==> config.mk <==
export PLATFORM = sky130hd
export DESIGN_NAME = id_scanner
export DESIGN_NICKNAME = d
export VERILOG_FILES = /design/src/rtl/id_scanner.sv
export SDC_FILE = /design/constraint.sdc
export NUM_CORES = 1
export LEC_CHECK = 0
export ABC_AREA = 1
export BUFFER_PORTS_ARGS = -buffer_cell sky130_fd_sc_hd__buf_2
export CAP_MARGIN = 20
export CORE_MARGIN = 10
export CORE_UTILIZATION = 51
export DETAILED_ROUTE_END_ITERATION = 8
export GPL_TIMING_DRIVEN = 0
export PLACE_DENSITY_LB_ADDON = 0.25
export REMOVE_ABC_BUFFERS = 1
export SYNTH_ARGS = -nofsm -noshare
export SYNTH_HDL_FRONTEND = slang
export SYNTH_SLANG_ARGS = --single-unit
==> constraint.sdc <==
create_clock -name clk -period 1.88 [get_ports clk]
set_clock_uncertainty 0.2 [all_clocks]
set_input_delay 0.376 -clock clk [delete_from_list [all_inputs] [get_ports clk]]
set_output_delay 0.376 -clock clk [all_outputs]
set_load 0.02 [all_outputs]
==> src/rtl/id_scanner.sv <==
// Identifier scanner: tracks runs of letters followed by a trailing digit group,
// flagging matches and reporting completed-token lengths with a saturating count.
module id_scanner #(
    parameter int LEN_W      = 8,
    parameter int CNT_W      = 16,
    parameter int MIN_DIGITS = 1,
    parameter int ALLOW_US   = 0
) (
    input  logic             clk,
    input  logic             reset,
    input  logic             in_valid,
    input  logic [7:0]       char,
    output logic             out,
    output logic [LEN_W-1:0] id_len,
    output logic             done,
    output logic [LEN_W-1:0] done_len,
    output logic [CNT_W-1:0] tok_count
);

    typedef enum logic [1:0] {
        IDLE  = 2'd0,
        ALPHA = 2'd1,
        DIGIT = 2'd2
    } state_t;

    state_t             state_q, state_d;
    logic [LEN_W-1:0]   id_len_q, id_len_d;
    logic [LEN_W-1:0]   dig_cnt_q, dig_cnt_d;
    logic               done_q, done_d;
    logic [LEN_W-1:0]   done_len_q, done_len_d;
    logic [CNT_W-1:0]   tok_count_q, tok_count_d;

    logic               is_letter;
    logic               is_digit;
    logic               digits_ok;
    logic [LEN_W-1:0]   id_len_inc;
    logic [LEN_W-1:0]   dig_cnt_inc;
    logic [CNT_W-1:0]   tok_count_inc;

    always_comb begin
        is_letter = ((char >= 8'd65) && (char <= 8'd90)) ||
                    ((char >= 8'd97) && (char <= 8'd122)) ||
                    ((ALLOW_US != 0) && (char == 8'd95));
        is_digit  = (char >= 8'd48) && (char <= 8'd57);
    end

    // Counters stick at all-ones rather than wrapping.
    always_comb begin
        id_len_inc    = (id_len_q == '1)    ? id_len_q    : id_len_q + LEN_W'(1);
        dig_cnt_inc   = (dig_cnt_q == '1)   ? dig_cnt_q   : dig_cnt_q + LEN_W'(1);
        tok_count_inc = (tok_count_q == '1) ? tok_count_q : tok_count_q + CNT_W'(1);
        digits_ok     = (dig_cnt_q >= LEN_W'(MIN_DIGITS));
    end

    always_comb begin
        state_d     = state_q;
        id_len_d    = id_len_q;
        dig_cnt_d   = dig_cnt_q;
        done_d      = 1'b0;
        done_len_d  = done_len_q;
        tok_count_d = tok_count_q;

        if (in_valid) begin
            case (state_q)
                IDLE: begin
                    if (is_letter) begin
                        state_d   = ALPHA;
                        id_len_d  = LEN_W'(1);
                        dig_cnt_d = '0;
                    end else begin
                        id_len_d  = '0;
                    end
                end
                ALPHA: begin
                    if (is_letter) begin
                        id_len_d  = id_len_inc;
                    end else if (is_digit) begin
                        state_d   = DIGIT;
                        dig_cnt_d = LEN_W'(1);
                        id_len_d  = id_len_inc;
                    end else begin
                        state_d   = IDLE;
                        id_len_d  = '0;
                        dig_cnt_d = '0;
                    end
                end
                DIGIT: begin
                    if (is_digit) begin
                        dig_cnt_d = dig_cnt_inc;
                        id_len_d  = id_len_inc;
                    end else if (is_letter) begin
                        state_d   = ALPHA;
                        dig_cnt_d = '0;
                        id_len_d  = id_len_inc;
                    end else begin
                        if (digits_ok) begin
                            done_d      = 1'b1;
                            done_len_d  = id_len_q;
                            tok_count_d = tok_count_inc;
                        end
                        state_d   = IDLE;
                        id_len_d  = '0;
                        dig_cnt_d = '0;
                    end
                end
                default: begin
                    state_d   = IDLE;
                    id_len_d  = '0;
                    dig_cnt_d = '0;
                end
            endcase
        end
    end

    always_ff @(posedge clk) begin
        if (reset) begin
            state_q     <= IDLE;
            id_len_q    <= '0;
            dig_cnt_q   <= '0;
            done_q      <= 1'b0;
            done_len_q  <= '0;
            tok_count_q <= '0;
        end else begin
            state_q     <= state_d;
            id_len_q    <= id_len_d;
            dig_cnt_q   <= dig_cnt_d;
            done_q      <= done_d;
            done_len_q  <= done_len_d;
            tok_count_q <= tok_count_d;
        end
    end

    always_comb begin
        out       = (state_q == DIGIT) && digits_ok;
        id_len    = id_len_q;
        done      = done_q;
        done_len  = done_len_q;
        tok_count = tok_count_q;
    end

endmodule

==> Word level (Yosys, flattened, before mapping) <==
Index checks and enable logic that the tools add are counted.
{ "totals": {"ff_bits": 43, "in_bits": 11, "out_inout_bits": 34, "word_cells": 61} }
{ "op_classes": {"add_sub_neg": 3, "n_lt_le_gt_ge": 7, "n_eq_ne": 9, "muxes": 20, "n_bitwise": 5, "n_reduce_logical": 11} }
{ "ops": {"columns": ["op", "count"], "rows": [
  ["8-bit 2-to-1 mux", 9],
  ["8-bit one-hot mux with 3 select lines", 2],
  ["16-bit by 1-bit adder with 16-bit output, second input constant", 1],
  ["8-bit by 1-bit adder with 8-bit output, second input constant", 2],
  ["16-bit equality test, second input constant", 1],
  ["8-bit equality test, second input constant", 2],
  ["8-bit by 7-bit >= comparator with 1-bit output, second input constant", 2],
  ["8-bit by 7-bit <= comparator with 1-bit output, second input constant", 2],
  ["8-bit by 1-bit >= comparator with 1-bit output, second input constant", 1],
  ["8-bit by 6-bit >= comparator with 1-bit output, second input constant", 1],
  ["8-bit by 6-bit <= comparator with 1-bit output, second input constant", 1],
  ["2-bit 2-to-1 mux", 4],
  ["4-bit AND reduction", 2],
  ["2-bit != test, second input constant", 3],
  ["2-bit one-hot mux with 3 select lines", 1],
  ["6-bit AND reduction", 1],
  ["1-bit inverter", 5],
  ["5-bit AND reduction", 1],
  ["5-bit OR reduction", 1],
  ["1-bit logical AND", 4],
  ["1-bit 2-to-1 mux", 4],
  ["3-bit != test, second input constant", 1],
  ["2-bit by 1-bit equality test with 1-bit output, second input constant", 1],
  ["2-bit equality test, second input constant", 1],
  ["other kinds (2)", 2]
]} }

==> Longest topological paths before layout <==
Gate-level depths: netlist of the first run.
{ "depth": {"ltp_word": 6, "mapped_depth": 13} }

==> Worst setup path before layout of the first run <==
Ideal clock, no wire load.
{ "synth_timing": {"kind": "reg-to-reg", "startpoint": "reg tok_count_q[0], in the netlist tok_count[0]", "endpoint": "reg tok_count_q[6], in the netlist tok_count[6]", "setup_ps": 70, "arrival_time_ps": 1731, "t_required_ps": 1610, "setup_slack_ps": -121, "stages_incl_launch_ff": 13, "path_cell_list": "dfxtp_1 -> ha_1 -> nand2_1 -> nor2_2 -> nand2_2 -> nor2_4 -> nand3_1 -> nor2_1 -> nor2_2 -> nand2_4 -> buf_6 -> nand2_1 -> a21oi_1"} }
{ "synth_via": {"elab_chain_cells": 3, "word_cells_on_any_way": 4, "cone_classes": "add/sub (1); eq/ne (1); bitwise (1); reduce/logical (1)"} }
{ "synth_rtl": {"columns": ["item", "line", "rtl"], "rows": [
  ["start, declared", "31", "logic [CNT_W-1:0] tok_count_q, tok_count_d;"],
  ["start signal, assigned", "129", "tok_count_q <= tok_count_d;"],
  ["parallel branches: the longest is 3 deep, another holds 16-bit by 1-bit adder with 16-bit output", null, null]
]} }
Several ways; the timed one is not identified.
A chain may end at the register's enable or synchronous reset.

==> Worst setup path in the final report of the first run <==
{ "layout_timing": {"startpoint": "reg dig_cnt_q[1]", "endpoint": "out out"} }
{ "layout_via": {"elab_chain_cells": 2} }
{ "layout_rtl": {"columns": ["item", "line", "rtl"], "rows": [
  ["start, declared", "28", "logic [LEN_W-1:0] dig_cnt_q, dig_cnt_d;"],
  ["start signal, assigned", "126", "dig_cnt_q <= dig_cnt_d;"],
  ["8-bit by 1-bit >= comparator with 1-bit output", "52", "digits_ok = (dig_cnt_q >= LEN_W'(MIN_DIGITS));"],
  ["1-bit logical AND", "134", "out = (state_q == DIGIT) && digits_ok;"],
  ["end, declared", "13", "output logic out,"]
]} }
No other way between the ends.

==> flow_summary_export.csv, run 1 <==
group,metric,value,unit
outcome,run_status,"complete, but fails checks",
outcome,failed_checks,"setup timing",
timing,final-max-slew-violation-count,0,
timing,finalWorstSetupSlack,-0.0890,ns
cells_and_area,syn_to_final_growth,28.1,%
cells_and_area,post_route_cells_drive_above_1_share,0.260,
global_route,grt.overflow.total,0,
clock_network,worst_skew_pair.late_latency,0.29,ns
cells_and_area,nets,504,
yosys,synthArstFlopShare,0,
clock_network,clock-sinks,43,
clock_network,tritoncts.num_buffers,5,
die,die_height,91.6,um
timing,worst_slew_pin_slew,0.603,ns
timing,setup-tns-final,-0.135,ns
yosys,synth_top_flop_cell,"dfxtp_1",
clock_network,clk_path_buf_depth,2,
clock_network,clock_tree_from_tritoncts,"yes",
setup_path,worst-endpoint-required,1.30,ns
power_and_ir_drop,power.sequential.fraction,0.496,
global_route,grt_start_max_net_pins,26,
drt,route.final.wire_length,6920,um
yosys,yosys.area.top_type_share,0.330,
place,numPlacedInstances,517,
drt,drt.antenna.violating_nets,0,
drt,detail_route.drc_violations,0,
drt,routed_wl_per_cell,12.5,um
power_and_ir_drop,power.share.clock,0.299,
drt,viasPerCell,5.06,
die,initial_core_util,0.539,
yosys,yosysWarnings,0,
yosys,yosysSeqAreaShare,0.330,
setup_path,crit_path_start_kind,"register",
power_and_ir_drop,switchingPower,609,uW
timing,fin_crit_sh,1.05,
yosys,synth_cells,414,
cells_and_area,layout.cells.most_common,"nand2_1",
cells_and_area,most-common-layout-cells,"nand2_1 (103), nor2_1 (72), inv_1 (45)",
power_and_ir_drop,irDropWorstVdd,0.000382,V
power_and_ir_drop,leakagePower,1.54,nW
yosys,postSynthRegisterBits,43,
timing,max_clock_freq,508,MHz
timing,setup_viol,6,
yosys,yosysTopAreaCell,"dfxtp_1",
timing,hold_violations,0,
setup_path,critical_path.max_fanout,2,
die,floorplan.core_area,4850,um^2
run,drv_cap,0,
place,place.detailed.hpwl,4360,um
hold_path,timing.hold.worst.class,"reg -> reg",
timing,grt_setup_unrepaired,"yes",
power_and_ir_drop,pwr_density_cell,586,nW/um^2
clock_network,clock-root-buffer,"clkbuf_8",
yosys,synth_enable_flop_cells,0,
setup_path,crit_path_end_kind,"primary output",
drt,drt_first_pass_iters,4,
power_and_ir_drop,p_sw_frac,0.311,
die,num_rows,25,
power_and_ir_drop,internal_power,1.35,mW
place,routability_cong,0.848,
setup_path,arrival_time_reported_for_the_critical_path_endpoint,1.39,ns
yosys,post_synth.cell_area_avg,6.31,um^2
setup_path,path_class,"reg -> out",
place,placement.io_buffers,44,
yosys,synth_cell_type_count,26,
power_and_ir_drop,comb_power_share,0.204,
drt,vias,2794,
global_route,global_route.usage.total,0.153,
clock_network,cts.clk_slew.worst_paths,0.08,ns
die,design.die.area,8380,um^2
timing,relative_slew_slack,0.595,
die,chipWidth,91.6,um
yosys,netlist_top_cells_area,"dfxtp_1 (33%), nand2_1 (16%), nor2_1 (11%), inv_1 (7.0%), nand3_1 (6.5%)",
yosys,syn_std_cell_area,2610,um^2
die,floorplan.io_pins,45,
cells_and_area,filler_cells_inserted,408,
cells_and_area,antennaDiodeCount,0,
global_route,first_pass_grt_wire_length,11200,um
cells_and_area,layoutNonFillerInstCount,552,
global_route,initial_antenna_violation_count,0,
global_route,first_global_vias,2548,
drt,drt-initial-drc-count,152,
timing,final.min_clock_period,1.97,ns
clock_network,ctsHtreeMaxLevel,2,
[final cells by class]
class / instances / area, um^2 / share of cell area
inverters: 52 / 195 / 0.0583
clock buffers: 6 / 72.6 / 0.0217
well taps: 67 / 83.8 / 0.0251
flip-flops and latches: 43 / 878 / 0.263
clock inverters: 2 / 12.5 / 0.00374
repair buffers: 67 / 419 / 0.125
multi-input cells: 315 / 1680 / 0.503
[registers in the layout, summed over array words and instances (netlist names)]
| name | flops |
|---|---|
| dig_cnt_q | 8 |
| done | 1 |
| done_len | 8 |
| id_len | 8 |
| state_q | 2 |
| tok_count | 16 |
[Yosys cell counts, drive strengths merged (2+ instances only)]
cell type  instances
xnor2              6
ha                 9
buf                4
clkbuf             4
nor3               6
nand2            113
nor2              85
xor2              10
o21ai             12
nand4              3
nand3             35
inv               50
dfxtp             43
clkinv             2
a21oi             29
[critical path, stage by stage (launching register included)]
cell	delay [ns]
dfxtp_2	0.34
inv_2	0.05
ha_2	0.16
nor2_1	0.09
nand4_1	0.16
nand2_1	0.12
inv_2	0.05
buf_6	0.12
[worst paths after layout]
kind / endpoint / slack (ns) / cells past startpoint / start
hold reg to reg: tok_count[15] / 0.30 / 2 / tok_count[15]
setup reg to reg: tok_count[2] / -0.03 / 10 / dig_cnt_q[0]
hold / removal: tok_count[15] / 0.30 / 2 / tok_count[15]
setup / recovery: out / -0.09 / 7 / dig_cnt_q[1]
[per-stage QoR]
| stage | instance area (um^2) | hold slack, ns | util | power (mW) | worst slack [ns] |
|---|---|---|---|---|---|
| global placement | 2870 | 0.263 | 0.591 | 1.29 | -0.505 |
| detailed placement | 2870 | 0.275 | 0.591 | 1.30 | -0.542 |
| floorplan | 2560 | 0.245 | - | 1.21 | -0.198 |
| global route | 3350 | 0.308 | 0.690 | 2.08 | -0.201 |
| CTS | 3170 | 0.288 | 0.654 | 1.95 | -0.0786 |
| finish | 3350 | 0.302 | 0.690 | 1.96 | -0.0890 |
[cells by family (layout without fill, tap and decap cells)]
kind of cell | Yosys count | count (layout) | synth area share
AOI/OAI and AO/OA | 42 | 42 | 0.0815
buffers and inverters | 60 | 127 | 0.0930
xor gates and xnor gates | 16 | 16 | 0.0537
DFF | 43 | 43 | 0.330
adders and majority gates | 9 | 9 | 0.0431
and+or+nand+nor | 244 | 248 | 0.399
[routing by layer]
layer | global-route usage | vias to the layer above | part of all wire
li1 | - | 1434 | -
met3 | 0.0370 | 16 | 0.054
met4 | 0.0444 | 0 | 0.020
met2 | 0.282 | 75 | 0.51
met1 | 0.169 | 1269 | 0.42
met5 | 0 | - | 0
[timing repair]
action                     4_1_cts  5_1_grt
buffers inserted                16        7
hold buffers                     0        0
setup endpoints to repair       28       43
gates resized for setup         28       30
pin swaps                       14       14
gates cloned                     3        1
[power by group through the flow]
stage	Sequential, mW	Combinational (mW)	Clock (mW)
2_1_floorplan	1.00	0.202	0
3_3_place_gp	0.994	0.295	0
3_5_place_dp	0.995	0.302	0
4_1_cts	0.973	0.361	0.611
5_1_grt	0.980	0.453	0.647
6_report	0.974	0.401	0.588
Power figures use the tool's default switching activity.
==> run 2: changes to the inputs <==
- CORE_UTILIZATION: 51 -> 25
==> run 2 against run 1 <==
Net effect:
- the flow still finishes with violations (setup timing)
- flip-flop and latch count unchanged
- via count down 1.3%
- power rose by 7.5%
- worst setup slack worse by 0.0058 ns
- die area increased by 78%
- clock-buffer cell count down 1
- non-clock buffer count unchanged
- combinational power is 3% higher
- design area is 5.9% higher
- critical endpoint unchanged
==> flow_summary_export.csv, run 2 (same netlist as run 1, synthesis figures left out) <==
group,metric,value,unit
global_route,first_global_vias,2709,
outcome,run_status,"complete, but fails checks",
die,chipWidth,122,um
setup_path,critical_path.max_fanout,5,
setup_path,worst-endpoint-required,1.30,ns
drt,routed_wl_per_cell,12.4,um
global_route,first_pass_grt_wire_length,12300,um
cells_and_area,final_cell_area,3540,um^2
timing,fin_crit_sh,1.05,
cells_and_area,layoutNonFillerInstCount,619,
clock_network,clock_tree_from_tritoncts,"yes",
timing,grt_setup_unrepaired,"yes",
die,design.die.area,14900,um^2
cells_and_area,syn_to_final_growth,35.6,%
setup_path,crit_chain,"inv_4 -> ha_4 -> inv_2 -> nor2_1 -> nand4_1 -> nand2_1 -> inv_2 -> buf_6",
setup_path,critical-path-slowest-cell,"dfxtp_4",
power_and_ir_drop,pwr_density_cell,596,nW/um^2
power_and_ir_drop,irDropWorstVdd,0.000295,V
timing,setup-tns-final,-0.0949,ns
power_and_ir_drop,leakagePower,1.60,nW
hold_path,timing.hold.worst.class,"reg -> reg",
setup_path,crit_path_end_kind,"primary output",
drt,route.final.wire_length,7650,um
place,routability_cong,0.858,
cells_and_area,layout.cells.most_common,"nand2_1",
clock_network,clk_path_buf_depth,2,
setup_path,worstPathBufferInverterCount,4,
clock_network,cts_hold_repair.buffers,0,
cells_and_area,max_reg_flops,16,
place,place_ws,-0.607,ns
setup_path,arrival_time_reported_for_the_critical_path_endpoint,1.40,ns
setup_path,worst_path_dominant_cell_family,"flip-flops",
global_route,grt.overflow.total,0,
timing,final.min_clock_period,1.97,ns
cells_and_area,post_route_cells_drive_above_1_share,0.280,
setup_path,path_class,"reg -> out",
place,placedInstanceArea,2950,um^2
run,drv_cap,0,
die,die_height,122,um
clock_network,cts.clk_slew.worst_paths,0.08,ns
timing,relative_slew_slack,0.617,
outcome,failed_checks,"setup timing",
drt,vias,2757,
place,placement.io_buffers,44,
setup_path,timing.critical_path.mode_cell,"inv_2",
clock_network,clock-root-buffer,"clkbuf_8",
clock_network,worst_skew_pair.late_latency,0.30,ns
die,floorplan.core_area,10200,um^2
cells_and_area,most-common-layout-cells,"nand2_1 (102), nor2_1 (73), buf_2 (43)",
global_route,initial_antenna_violation_count,0,
cells_and_area,nets,503,
setup_path,max_stage_delay,0.37,ns
die,num_rows,37,
drt,viasPerCell,4.45,
drt,drt_first_pass_iters,4,
timing,worst_slew_pin_slew,0.575,ns
timing,max_clock_freq,506,MHz
drt,drt.antenna.violating_nets,0,
cells_and_area,antennaDiodeCount,0,
cells_and_area,filler_cells_inserted,1107,
clock_network,clock-sinks,43,
place,place.detailed.hpwl,4980,um
die,initial_core_util,0.255,
global_route,global_route.usage.total,0.0977,
timing,hold_violations,0,
clock_network,tritoncts.num_buffers,5,
drt,drt-initial-drc-count,225,
setup_path,crit_path_start_kind,"register",
clock_network,ctsHtreeMaxLevel,2,
drt,detail_route.drc_violations,0,
global_route,grt_start_max_net_pins,26,
timing,setup_viol,1,
timing,finalWorstSetupSlack,-0.0949,ns
die,floorplan.io_pins,45,
timing,final-max-slew-violation-count,0,
place,numPlacedInstances,586,
-- run 2: final timing paths --
check / end / slack, ns / startpoint / depth (start not counted)
max: out / -0.09 / dig_cnt_q[0] / 8
min: tok_count[15] / 0.27 / tok_count[15] / 2
max reg2reg: tok_count[13] / 0.03 / dig_cnt_q[0] / 11
min reg2reg: tok_count[15] / 0.27 / tok_count[15] / 2
-- run 2: routing by layer --
metal / vias to the layer above / track usage / share of wire / wire [um]
met5: - / 0 / 0 / 0
met4: 0 / 0.0221 / 0.0056 / 43
met3: 5 / 0.0250 / 0.054 / 410
met2: 50 / 0.175 / 0.49 / 3740
met1: 1269 / 0.114 / 0.45 / 3450
li1: 1433 / - / - / -
-- run 2: what timing repair did --
action,CTS,global route
resized for setup,31,47
setup endpoints to repair,28,44
pin swaps,10,15
buffers inserted,13,10
gates cloned,2,1
-- run 2: where the power goes --
part	leakage [nW]	switching (mW)	total (mW)	internal (mW)
registers	0.354	0.0338	0.975	0.941
clock network	0.0502	0.333	0.722	0.389
logic	1.20	0.259	0.414	0.154
total	1.60	0.626	2.11	1.48
-- run 2: area by class of cell --
cell class | instances | area [um^2] | share of cell area
clock buffers | 5 | 68.8 | 0.0194
clock inverters | 2 | 37.5 | 0.0106
inverters | 52 | 204 | 0.0576
multi-input cells | 314 | 1730 | 0.487
flip-flops and latches | 43 | 883 | 0.249
well taps | 136 | 170 | 0.0480
repair buffers | 67 | 452 | 0.128
-- run 2: metrics by stage --
stage / total power, mW / utilization / hold slack, ns
2_1_floorplan: 1.21 / - / 0.245
3_3_place_gp: 1.30 / 0.289 / 0.264
3_5_place_dp: 1.31 / 0.289 / 0.274
4_1_cts: 2.09 / 0.320 / 0.285
5_1_grt: 2.25 / 0.346 / 0.329
6_report: 2.11 / 0.346 / 0.273
-- run 2: worst register-to-register path: cells and delay by family, from the launching register on --
kind | cells | cell delay [ns]
flops | 1 | 0.39
buf+inv | 3 | 0.24
fa+ha+maj | 1 | 0.15
simple gates | 6 | 0.69
compound gates | 1 | 0.06
==> run 3: changes to the inputs <==
- ABC_AREA: 1 -> 0
- clock period: 1.88 -> 2.53 ns (I/O delays scaled with it)
==> run 3 against run 2 <==
Net effect:
- the run now ends clean
- worst hold slack improved by 0.032 ns
- via count fell by 13%
- clock power fell by 38%
- register-to-register slack improved by 0.12 ns
- power fell by 42%
- non-clock buffer count fell by 12
==> flow_summary_export.csv, run 3 <==
group,metric,value,unit
outcome,run_status,"complete, no violations",
power_and_ir_drop,design_power_total,1.22,mW
yosys,synth_cell_type_count,53,
timing,fin_crit_sh,0.951,
drt,viasPerCell,5.07,
die,floorplan.core_area,9770,um^2
yosys,synth_cells,291,
setup_path,worst_reg_to_reg_path_cell_count,8,
cells_and_area,final_cell_area,3020,um^2
yosys,netlist_top_cells_area,"dfxtp_1 (34%), ha_1 (4.5%), mux2i_1 (4.4%), nor2_1 (4.2%), or4_1 (3.9%)",
die,floorplan.io_pins,45,
clock_network,clock_tree_from_tritoncts,"yes",
timing,final-max-slew-violation-count,0,
setup_path,crit_path_end_kind,"register",
drt,route.final.wire_length,6910,um
drt,detail_route.drc_violations,0,
global_route,initial_antenna_violation_count,0,
power_and_ir_drop,leakagePower,1.15,nW
power_and_ir_drop,pwr_density_cell,403,nW/um^2
setup_path,max_stage_delay,0.54,ns
setup_path,worst_path_dominant_cell_family,"simple AND/OR/NAND/NOR gates",
cells_and_area,most-common-layout-cells,"buf_2 (44), dfxtp_1 (43), nor2_1 (28)",
setup_path,critical-path-slowest-cell,"or4_4",
timing,worst_slew_pin_slew,0.839,ns
clock_network,clock-root-buffer,"clkbuf_8",
power_and_ir_drop,irDropWorstVdd,0.000210,V
yosys,synth.cells.most_frequent,"dfxtp_1 (43), nor2_1 (28), nand2_1 (18), o21ai_0 (16), nand3_1 (15)",
cells_and_area,max_reg_flops,16,
yosys,synthArstFlopShare,0,
timing,hold_violations,0,
setup_path,critical_path.reg2reg.endpoint,"tok_count[7]",
die,design.die.area,14400,um^2
yosys,yosysSeqAreaShare,0.343,
hold_path,timing.hold.worst.class,"reg -> reg",
global_route,first_global_vias,2269,
yosys,synthMostInstantiatedCell,"dfxtp_1",
setup_path,arrival_time_reported_for_the_critical_path_endpoint,2.43,ns
hold_path,timing.hold.worst.start,"done_len[4]",
global_route,global_route.usage.total,0.0940,
clock_network,cts.clk_slew.worst_paths,0.09,ns
drt,drt.antenna.violating_nets,0,
yosys,yosysWarnings,0,
yosys,post_synth.cell_area_avg,8.61,um^2
global_route,first_pass_grt_wire_length,11600,um
die,initial_core_util,0.256,
yosys,postSynthRegisterBits,43,
yosys,yosys.area.top_type_share,0.343,
place,placedInstanceArea,2840,um^2
setup_path,crit_path_start_kind,"input pin",
setup_path,worst-r2r-setup-slack,0.15,ns
timing,relative_slew_slack,0.441,
global_route,grt.overflow.total,0,
place,place_ws,-0.485,ns
setup_path,crit_chain,"buf_2 -> or4_4 -> o21ai_4 -> o211ai_4 -> buf_4 -> or4_1 -> a21oi_1",
setup_path,worstPathBufferInverterCount,2,
setup_path,critical_path.max_fanout,8,
die,num_rows,36,
drt,drt-initial-drc-count,228,
die,chipWidth,120,um
clock_network,tritoncts.num_buffers,5,
clock_network,clock-sinks,43,
yosys,synth_top_flop_cell,"dfxtp_1",
timing,setup_viol,0,
setup_path,worst-endpoint-required,2.56,ns
cells_and_area,filler_cells_inserted,1050,
yosys,synth_enable_flop_cells,0,
place,place.detailed.hpwl,4600,um
cells_and_area,syn_to_final_growth,20.6,%
die,die_height,120,um
timing,finalWorstSetupSlack,0.125,ns
timing,max_clock_freq,416,MHz
cells_and_area,nets,357,
run,drv_cap,0,
cells_and_area,layout.cells.most_common,"buf_2",
hold_path,min_to,"done_len[4]",
setup_path,critical_path.reg2reg.startpoint,"dig_cnt_q[0]",
place,routability_cong,0.776,
yosys,yosysTopAreaCell,"dfxtp_1",
yosys,syn_std_cell_area,2510,um^2
drt,drt_first_pass_iters,4,
hold_path,holdPathStages,2,
drt,routed_wl_per_cell,14.7,um
cells_and_area,post_route_cells_drive_above_1_share,0.243,
clock_network,ctsHtreeMaxLevel,2,
timing,final.min_clock_period,2.41,ns
timing,setup-tns-final,0,ns
place,placement.io_buffers,44,
clock_network,worst_skew_pair.late_latency,0.30,ns
global_route,grt_start_max_net_pins,46,
cells_and_area,antennaDiodeCount,0,
clock_network,clk_path_buf_depth,2,
drt,vias,2387,
setup_path,path_class,"in -> reg",
[run 3: layout make-up]
type / count / area [um^2] / area share
clock buffers: 6 / 72.6 / 0.0240
clock inverters: 2 / 12.5 / 0.00414
inverters: 7 / 26.3 / 0.00869
multi-input cells: 225 / 1580 / 0.523
flip-flops and latches: 43 / 861 / 0.285
well taps: 133 / 166 / 0.0550
repair buffers: 55 / 303 / 0.100
[run 3: per-stage QoR]
step / util / cells / hold slack [ns]
after global routing: 0.309 / 471 / 0.336
after global placement: 0.288 / 451 / 0.273
after detailed placement: 0.290 / 453 / 0.289
after floorplan: - / 274 / 0.273
after CTS: 0.304 / 466 / 0.311
final: 0.309 / 471 / 0.305
[run 3: worst reg2reg max path: cells and delay by family, from the launching register on]
kind	cells	cell delay, ns
buffers and inverters	2	0.27
DFF	1	0.45
and+or+nand+nor	2	0.65
adders and majority gates	1	0.19
AOI/OAI and AO/OA	3	0.56
[run 3: logic make-up after synthesis]
| family | share of synthesized area |
|---|---|
| adder cells (fa/ha/maj) | 0.0449 |
| XOR/XNOR | 0.00350 |
| flip-flops | 0.343 |
| multiplexers | 0.0664 |
| AND/OR/NAND/NOR | 0.320 |
| buffers and inverters | 0.0404 |
| AO/OA/AOI/OAI | 0.181 |
[run 3: timing repair]
action	4_1_cts	5_1_grt
hold buffers	0	0
setup endpoints to repair	21	31
cloned	1	0
buffers inserted	4	5
pin swaps	2	3
resized for setup	3	4
[run 3: worst max path at each step]
stage / start / end / slack (ns) / cells after the start
finish: char[4] / tok_count[7] / 0.12 / 7
detailed placement: char[4] / tok_count[13] / -0.49 / 6
CTS: dig_cnt_q[0] / tok_count[4] / -0.01 / 7
floorplan: tok_count[0] / tok_count[15] / -1.17 / 6
global placement: tok_count[0] / tok_count[15] / -1.83 / 6
global route: dig_cnt_q[0] / tok_count[5] / -0.0007 / 8
[run 3: per-layer routing]
metal | wire, um | part of all wire | vias up | track usage
met5 | 0 | 0 | - | 0
met4 | 59 | 0.0085 | 0 | 0.0226
met3 | 361 | 0.052 | 5 | 0.0258
met2 | 3090 | 0.45 | 47 | 0.148
met1 | 3400 | 0.49 | 1130 | 0.125
li1 | - | - | 1205 | -
[run 3: where the power goes]
group | switching, mW | internal, mW
clock network | 0.252 | 0.194
logic | 0.0652 | 0.0272
registers | 0.00233 | 0.678
